==> src/rtl/coh_chan_arb_buf.sv <==
// N-channel coherence message buffer: per-channel FIFOs merged onto one registered output port.
// Enqueue-to-output latency 1 cycle; in_ready depends only on FIFO occupancy, and multi-beat bursts lock the arbiter.
module coh_chan_arb_buf #(
    parameter int N_CH      = 3,
    parameter int MSG_W     = 64,
    parameter int DEPTH     = 4,
    parameter int PRIO_MODE = 0,
    parameter int CNT_W     = $clog2(DEPTH + 1),
    parameter int CH_W      = $clog2(N_CH)
) (
    input  logic                    clk,
    input  logic                    rst,
    input  logic                    flush,
    input  logic [N_CH-1:0]         in_valid,
    output logic [N_CH-1:0]         in_ready,
    input  logic [N_CH*MSG_W-1:0]   in_data,
    input  logic [N_CH-1:0]         in_last,
    output logic                    out_valid,
    input  logic                    out_ready,
    output logic [MSG_W-1:0]        out_data,
    output logic                    out_last,
    output logic [CH_W-1:0]         out_ch,
    output logic [N_CH*CNT_W-1:0]   ch_count
);

    localparam int PTR_W = $clog2(DEPTH);

    logic [MSG_W:0]     mem_q    [N_CH][DEPTH];
    logic [PTR_W-1:0]   wr_ptr_q [N_CH];
    logic [PTR_W-1:0]   wr_ptr_d [N_CH];
    logic [PTR_W-1:0]   rd_ptr_q [N_CH];
    logic [PTR_W-1:0]   rd_ptr_d [N_CH];
    logic [CNT_W-1:0]   cnt_q    [N_CH];
    logic [CNT_W-1:0]   cnt_d    [N_CH];

    logic [N_CH-1:0]    push;
    logic [N_CH-1:0]    pop;
    logic [N_CH-1:0]    nonempty;

    logic               gnt_vld;
    logic [CH_W-1:0]    gnt;
    logic [MSG_W:0]     head;
    logic               load;

    logic               out_valid_q, out_valid_d;
    logic [MSG_W-1:0]   out_data_q, out_data_d;
    logic               out_last_q, out_last_d;
    logic [CH_W-1:0]    out_ch_q, out_ch_d;
    logic               lock_q, lock_d;
    logic [CH_W-1:0]    lock_ch_q, lock_ch_d;
    logic [CH_W-1:0]    ptr_q, ptr_d;

    function automatic logic [PTR_W-1:0] ptr_inc(input logic [PTR_W-1:0] p);
        return (p == PTR_W'(DEPTH - 1)) ? '0 : p + 1'b1;
    endfunction

    function automatic int wrap_ch(input int v);
        return (v >= N_CH) ? v - N_CH : v;
    endfunction

    always_comb begin
        for (int i = 0; i < N_CH; i++) begin
            in_ready[i] = (cnt_q[i] < CNT_W'(DEPTH)) & ~flush;
            push[i]     = in_valid[i] & in_ready[i];
            nonempty[i] = (cnt_q[i] != '0);
        end
    end

    // Scan in reverse so the last hit is the first channel in priority order.
    always_comb begin
        gnt_vld = 1'b0;
        gnt     = '0;
        if (lock_q) begin
            gnt_vld = nonempty[lock_ch_q];
            gnt     = lock_ch_q;
        end else if (PRIO_MODE != 0) begin
            for (int k = N_CH - 1; k >= 0; k--) begin
                if (nonempty[k]) begin
                    gnt_vld = 1'b1;
                    gnt     = CH_W'(k);
                end
            end
        end else begin
            for (int k = N_CH - 1; k >= 0; k--) begin
                if (nonempty[wrap_ch(int'(ptr_q) + k)]) begin
                    gnt_vld = 1'b1;
                    gnt     = CH_W'(wrap_ch(int'(ptr_q) + k));
                end
            end
        end
    end

    assign head = mem_q[gnt][rd_ptr_q[gnt]];
    assign load = (~out_valid_q | out_ready) & gnt_vld & ~flush;

    always_comb begin
        for (int i = 0; i < N_CH; i++) begin
            pop[i] = load & (gnt == CH_W'(i));
        end
    end

    always_comb begin
        for (int i = 0; i < N_CH; i++) begin
            wr_ptr_d[i] = wr_ptr_q[i];
            rd_ptr_d[i] = rd_ptr_q[i];
            cnt_d[i]    = cnt_q[i];
            if (flush) begin
                wr_ptr_d[i] = '0;
                rd_ptr_d[i] = '0;
                cnt_d[i]    = '0;
            end else begin
                if (push[i]) wr_ptr_d[i] = ptr_inc(wr_ptr_q[i]);
                if (pop[i])  rd_ptr_d[i] = ptr_inc(rd_ptr_q[i]);
                if (push[i] && !pop[i]) cnt_d[i] = cnt_q[i] + 1'b1;
                if (pop[i] && !push[i]) cnt_d[i] = cnt_q[i] - 1'b1;
            end
        end
    end

    always_comb begin
        out_valid_d = out_valid_q;
        out_data_d  = out_data_q;
        out_last_d  = out_last_q;
        out_ch_d    = out_ch_q;
        lock_d      = lock_q;
        lock_ch_d   = lock_ch_q;
        ptr_d       = ptr_q;
        if (flush) begin
            out_valid_d = 1'b0;
            out_data_d  = '0;
            out_last_d  = 1'b0;
            out_ch_d    = '0;
            lock_d      = 1'b0;
            lock_ch_d   = '0;
            ptr_d       = '0;
        end else if (load) begin
            out_valid_d = 1'b1;
            out_data_d  = head[MSG_W-1:0];
            out_last_d  = head[MSG_W];
            out_ch_d    = gnt;
            if (!head[MSG_W]) begin
                lock_d    = 1'b1;
                lock_ch_d = gnt;
            end else begin
                lock_d = 1'b0;
                // Pointer only moves at burst boundaries so a locked burst never skews fairness.
                if (PRIO_MODE == 0) ptr_d = CH_W'(wrap_ch(int'(gnt) + 1));
            end
        end else if (out_ready) begin
            out_valid_d = 1'b0;
        end
    end

    always_ff @(posedge clk or negedge rst) begin
        if (!rst) begin
            for (int i = 0; i < N_CH; i++) begin
                wr_ptr_q[i] <= '0;
                rd_ptr_q[i] <= '0;
                cnt_q[i]    <= '0;
            end
            out_valid_q <= 1'b0;
            out_data_q  <= '0;
            out_last_q  <= 1'b0;
            out_ch_q    <= '0;
            lock_q      <= 1'b0;
            lock_ch_q   <= '0;
            ptr_q       <= '0;
        end else begin
            for (int i = 0; i < N_CH; i++) begin
                wr_ptr_q[i] <= wr_ptr_d[i];
                rd_ptr_q[i] <= rd_ptr_d[i];
                cnt_q[i]    <= cnt_d[i];
            end
            out_valid_q <= out_valid_d;
            out_data_q  <= out_data_d;
            out_last_q  <= out_last_d;
            out_ch_q    <= out_ch_d;
            lock_q      <= lock_d;
            lock_ch_q   <= lock_ch_d;
            ptr_q       <= ptr_d;
        end
    end

    always_ff @(posedge clk) begin
        for (int i = 0; i < N_CH; i++) begin
            if (push[i]) mem_q[i][wr_ptr_q[i]] <= {in_last[i], in_data[i*MSG_W +: MSG_W]};
        end
    end

    for (genvar i = 0; i < N_CH; i++) begin : g_cnt
        assign ch_count[i*CNT_W +: CNT_W] = cnt_q[i];
    end

    assign out_valid = out_valid_q;
    assign out_data  = out_data_q;
    assign out_last  = out_last_q;
    assign out_ch    = out_ch_q;

endmodule

==> config.mk <==
export PLATFORM = sky130hd
export DESIGN_NAME = coh_chan_arb_buf
export DESIGN_NICKNAME = d
export VERILOG_FILES = /design/src/rtl/coh_chan_arb_buf.sv
export SDC_FILE = /design/constraint.sdc
export NUM_CORES = 1
export LEC_CHECK = 0
export ABC_AREA = 1
export CAP_MARGIN = 20
export CELL_PAD_IN_SITES_DETAIL_PLACEMENT = 2
export CELL_PAD_IN_SITES_GLOBAL_PLACEMENT = 2
export CORE_AREA = 2 2 282 284
export CTS_BUF_LIST = sky130_fd_sc_hd__clkbuf_4 sky130_fd_sc_hd__clkbuf_8
export DETAILED_ROUTE_END_ITERATION = 6
export DIE_AREA = 0 0 284 286
export PLACE_DENSITY_LB_ADDON = 0.25
export SYNTH_ARGS = -nofsm -noshare
export SYNTH_HDL_FRONTEND = slang
export SYNTH_SLANG_ARGS = --single-unit
==> constraint.sdc <==
create_clock -name clk -period 6.3 [get_ports clk]
set_input_delay 1.26 -clock clk [delete_from_list [all_inputs] [get_ports clk]]
set_output_delay 1.26 -clock clk [all_outputs]
set_load 0.01 [all_outputs]
==> report_table.html <==
<table>
<tr><th>Metric</th><th>Value</th></tr>
<tr><th colspan="2">Status</th></tr>
<tr><td>Status</td><td>complete, no violations</td></tr>
<tr><th colspan="2">Setup path</th></tr>
<tr><td>Crit. End Element</td><td>flip-flop</td></tr>
<tr><td>Critical path's slowest cell</td><td>sky130_fd_sc_hd__buf_4</td></tr>
<tr><td>Data required time at the worst endpoint</td><td>6980 ps</td></tr>
<tr><td>Startpoint kind of the worst setup timing path</td><td>flip-flop</td></tr>
<tr><td>Library cell appearing most often on the critical path</td><td>sky130_fd_sc_hd__nand3_1</td></tr>
<tr><td>Crit path arrival time</td><td>6030 ps</td></tr>
<tr><td>Max incr delay on CP</td><td>960 ps</td></tr>
<tr><td>Maximum fanout count along the critical path</td><td>237</td></tr>
<tr><td>Cell family contributing the most delay on the critical path</td><td>buffers and inverters</td></tr>
<tr><td>Critical Path, Cell by Cell</td><td>inv_1 &gt; ha_1 &gt; inv_1 &gt; nand3_1 &gt; nand3_2 &gt; nand4_1 &gt; nand2_1 &gt; nor2_1 &gt; o21ai_2 &gt; inv_8 &gt; buf_12 &gt; buf_4 &gt; nand3_1 &gt; o211ai_1 &gt; nand3_1 &gt; nand3_1 &gt; nand2_1</td></tr>
<tr><td>Category of the critical setup timing path</td><td>reg2reg</td></tr>
<tr><td>Combined buffer and inverter count along the critical path</td><td>5</td></tr>
<tr><th colspan="2">Global route</th></tr>
<tr><td>GRT overflow</td><td>0</td></tr>
<tr><td>Aggregate global-route resource usage</td><td>33.1%</td></tr>
<tr><td>Largest net degree at the start of global routing</td><td>238</td></tr>
<tr><td>Number of global-route vias before repair</td><td>28,565</td></tr>
<tr><td>First-pass GRT wire length</td><td>197,000 um</td></tr>
<tr><td>Number of antenna violations at the first check in global routing</td><td>21</td></tr>
<tr><th colspan="2">Timing</th></tr>
<tr><td>Relative slew margins</td><td>8.68%</td></tr>
<tr><td>Actual slew at the worst max-slew pin</td><td>1370 ps</td></tr>
<tr><td>Final setup skew</td><td>49.3 ps</td></tr>
<tr><td>Setup tns final</td><td>0 ps</td></tr>
<tr><td>Pins over their slew limit</td><td>0</td></tr>
<tr><td>Worst setup slack after layout</td><td>954 ps</td></tr>
<tr><td>Setup-violating endpoint count in the final report</td><td>0</td></tr>
<tr><td>RSZ-0062 raised after global routing</td><td>no</td></tr>
<tr><td>Final Cycle Share</td><td>84.9%</td></tr>
<tr><td>Highest clock rate</td><td>187 MHz</td></tr>
<tr><td>Crit path time final</td><td>5350 ps</td></tr>
<tr><td>Final hold vios</td><td>0</td></tr>
<tr><th colspan="2">Clock tree</th></tr>
<tr><td>CTS H-tree depth</td><td>4</td></tr>
<tr><td>Clock transition at path regs</td><td>60 ps</td></tr>
<tr><td>CTS resizes</td><td>0</td></tr>
<tr><td>Worst skew pair latency</td><td>820 ps</td></tr>
<tr><td>Number of clock sinks</td><td>874</td></tr>
<tr><td>Clock root buffer master</td><td>sky130_fd_sc_hd__clkbuf_8</td></tr>
<tr><td>Number of buffers inserted by post-CTS setup repair</td><td>0</td></tr>
<tr><td>Cts bufs inserted</td><td>148</td></tr>
<tr><td>CTS hold repair buffers</td><td>0</td></tr>
<tr><td>CTS tree</td><td>yes</td></tr>
<tr><td>Max Buffers Root-to-Sink</td><td>3</td></tr>
<tr><th colspan="2">Finish</th></tr>
<tr><td>Filler Cell Count</td><td>7,385</td></tr>
<tr><td>Layout Area Growth over Synthesis</td><td>20.0%</td></tr>
<tr><td>Layout cells sized above 1</td><td>11.0%</td></tr>
<tr><td>Post-layout net count</td><td>3,217</td></tr>
<tr><td>Layout Cell Area excl Fill</td><td>41,800 um^2</td></tr>
<tr><th colspan="2">Routing</th></tr>
<tr><td>Antenna-violating nets left</td><td>0</td></tr>
<tr><td>Routed length per instance</td><td>33.0 um</td></tr>
<tr><td>Detailed-router iteration count before antenna repair</td><td>5</td></tr>
<tr><td>Starting DRC count in detailed routing</td><td>2,784</td></tr>
<tr><td>Wire length after detailed routing</td><td>138,000 um</td></tr>
<tr><td>Count of vias placed by the detailed router</td><td>25,417</td></tr>
<tr><td>Vias/cell</td><td>6.07</td></tr>
<tr><td>Number of remaining DRC errors</td><td>0</td></tr>
<tr><th colspan="2">Synthesis</th></tr>
<tr><td>Mapped Avg Cell Area</td><td>12.9 um^2</td></tr>
<tr><td>Top post-synthesis cells by area</td><td>sky130_fd_sc_hd__edfxtp_1 67%, sky130_fd_sc_hd__nand2_1 7.9%, sky130_fd_sc_hd__nand3_1 7.0%</td></tr>
<tr><td>Number of enable-type register cells in the synthesized netlist</td><td>780</td></tr>
<tr><td>Most used flip-flop cell after synthesis</td><td>sky130_fd_sc_hd__edfxtp_1</td></tr>
<tr><td>Share of synthesized area occupied by flip-flops and latches</td><td>74.0%</td></tr>
<tr><td>Top cell type's share of synthesized area</td><td>67.3%</td></tr>
<tr><td>Synthesis-stage register bit count</td><td>874</td></tr>
<tr><td>Post-synthesis net count</td><td>2,914</td></tr>
<tr><td>Synthesized area</td><td>34,800 um^2</td></tr>
<tr><td>Share of flip-flops with an asynchronous set or reset</td><td>10.8%</td></tr>
<tr><td>Synthesized instance count</td><td>2,693</td></tr>
<tr><td>Warnings from Yosys</td><td>0</td></tr>
<tr><td>Most area-hungry cell type in the Yosys netlist</td><td>sky130_fd_sc_hd__edfxtp_1</td></tr>
<tr><td>Post-synthesis cell type count</td><td>32</td></tr>
<tr><th colspan="2">Place</th></tr>
<tr><td>Pre-CTS setup slack</td><td>1310 ps</td></tr>
<tr><td>DP Area</td><td>38,700 um^2</td></tr>
<tr><td>Routability Congestion</td><td>0.809</td></tr>
<tr><td>Total of buffers placed on input and output ports</td><td>281</td></tr>
<tr><td>Total half-perimeter wirelength after legalization and detailed placement</td><td>75,000 um</td></tr>
<tr><th colspan="2">Floorplanning</th></tr>
<tr><td>Core Rows</td><td>103</td></tr>
<tr><td>Die area</td><td>81,200 um^2</td></tr>
<tr><td>Die boundary height</td><td>286 um</td></tr>
<tr><td>Chip Width</td><td>284 um</td></tr>
<tr><td>Number of placed I/O pins</td><td>282</td></tr>
<tr><td>Core region area</td><td>78,400 um^2</td></tr>
<tr><td>Starting Density</td><td>44.4%</td></tr>
<tr><th colspan="2">Min path</th></tr>
<tr><td>Worst min-delay path class</td><td>in2async</td></tr>
<tr><th colspan="2">Power and ir drop</th></tr>
<tr><td>PwrDens</td><td>613 nW/um^2</td></tr>
<tr><td>Overall power after layout</td><td>0.0256 W</td></tr>
<tr><td>Leakage</td><td>15.1 nW</td></tr>
<tr><td>Maximum VDD drop</td><td>0.000818 V</td></tr>
<tr><th colspan="2">Job</th></tr>
<tr><td>Number of max-cap violations</td><td>0</td></tr>
</table>
final cells by class:
cell class / instances / area (um^2) / area share [%]
Antenna cell: 21 / 52.6 / 0.126
Sequential cell: 874 / 25800 / 61.7
Timing Repair Buffer: 326 / 3370 / 8.07
Clock inverter: 43 / 260 / 0.623
Multi-Input combinational cell: 1584 / 7990 / 19.1
Tap cell: 1050 / 1310 / 3.14
Clock buffer: 229 / 2780 / 6.66
Inverter: 62 / 250 / 0.599
cell families after synthesis:
logic type | synth area share, %
simple gates | 15.7
fa+ha+maj | 0.748
buf+inv | 3.41
xor+xnor | 0.0252
compound gates | 6.07
flops | 74.0
mux | 0.0323
power by group:
group / internal, W / switching (W) / total (W)
registers: 0.00694 / 0.000340 / 0.00728
logic: 0.00356 / 0.00934 / 0.0129
clock network: 0.00287 / 0.00258 / 0.00545
total: 0.0134 / 0.0123 / 0.0256
cells in the final DEF (no fill, tap or decap), types with 4 or more instances in the layout:
| cell type | count |
|---|---|
| sky130_fd_sc_hd__inv_1 | 54 |
| sky130_fd_sc_hd__clkbuf_4 | 59 |
| sky130_fd_sc_hd__buf_12 | 18 |
| sky130_fd_sc_hd__clkdlybuf4s50_1 | 280 |
| sky130_fd_sc_hd__ha_1 | 16 |
| sky130_fd_sc_hd__clkinv_2 | 17 |
| sky130_fd_sc_hd__o21ai_0 | 13 |
| sky130_fd_sc_hd__inv_8 | 5 |
| sky130_fd_sc_hd__clkbuf_8 | 170 |
| sky130_fd_sc_hd__o211ai_1 | 257 |
| sky130_fd_sc_hd__nand2_1 | 729 |
| sky130_fd_sc_hd__edfxtp_1 | 780 |
| sky130_fd_sc_hd__dfrtp_1 | 94 |
| sky130_fd_sc_hd__clkinv_1 | 16 |
| sky130_fd_sc_hd__o21ai_1 | 5 |
| sky130_fd_sc_hd__clkinvlp_4 | 7 |
| sky130_fd_sc_hd__diode_2 | 21 |
| sky130_fd_sc_hd__nor2_4 | 15 |
| sky130_fd_sc_hd__a21oi_1 | 9 |
| sky130_fd_sc_hd__nor2_2 | 5 |
| sky130_fd_sc_hd__nor2_1 | 17 |
| sky130_fd_sc_hd__nand3_1 | 490 |
| sky130_fd_sc_hd__inv_2 | 4 |
| sky130_fd_sc_hd__nand2_2 | 4 |
| sky130_fd_sc_hd__buf_4 | 28 |
through the flow:
step           hold WS [ps]  utilization, %  std cells
2_1_floorplan           463               -       2693
3_3_place_gp            467            49.3       3893
3_5_place_dp            474            49.3       3894
4_1_cts                 366            53.2       4166
5_1_grt                 395            53.3       4188
6_report                394            53.3       4189
worst paths after layout:
check	from	end	slack, ps	depth (start not counted)
setup / recovery	ptr_q[0]$_DFFE_PN0P_	out_data[48]$_DFFE_PN0P_	950	17
hold / removal	rst	ch_count[3]$_DFFE_PN0P_	390	1
setup reg to reg	ptr_q[0]$_DFFE_PN0P_	out_data[48]$_DFFE_PN0P_	950	17
hold reg to reg	out_ch[1]$_DFFE_PN0P_	out_ch[1]$_DFFE_PN0P_	490	2
max in group asynchronous	rst	wr_ptr_q[2]$_DFFE_PN0P_	4600	2
min in group clk	out_ch[1]$_DFFE_PN0P_	out_ch[1]$_DFFE_PN0P_	490	2
registers in the layout, indices dropped and copies added (netlist names), 2 cells and up:
name,flops
mem_q,780
lock_ch_q,2
ch_count,9
out_data,64
wr_ptr_q,6
out_ch,2
ptr_q,2
rd_ptr_q,6
cells in the mapped netlist (7+ instances only):
library cell / count
sky130_fd_sc_hd__edfxtp_1: 780
sky130_fd_sc_hd__inv_1: 55
sky130_fd_sc_hd__clkbuf_1: 41
sky130_fd_sc_hd__nor2_1: 29
sky130_fd_sc_hd__buf_6: 9
sky130_fd_sc_hd__nand3_1: 490
sky130_fd_sc_hd__a21oi_1: 9
sky130_fd_sc_hd__o21ai_0: 13
sky130_fd_sc_hd__nand2_1: 732
sky130_fd_sc_hd__o211ai_1: 257
sky130_fd_sc_hd__buf_2: 85
sky130_fd_sc_hd__buf_4: 35
sky130_fd_sc_hd__ha_1: 16
sky130_fd_sc_hd__inv_2: 7
sky130_fd_sc_hd__dfrtp_1: 94
layer usage:
layer	up-vias	global-route usage (%)	wire length [um]
li1	10487	-	-
met1	13207	39.5	52000
met2	1356	58.3	70800
met3	363	5.76	9610
met4	4	15.7	5730
met5	-	0	26
Power figures use the tool's default switching activity.
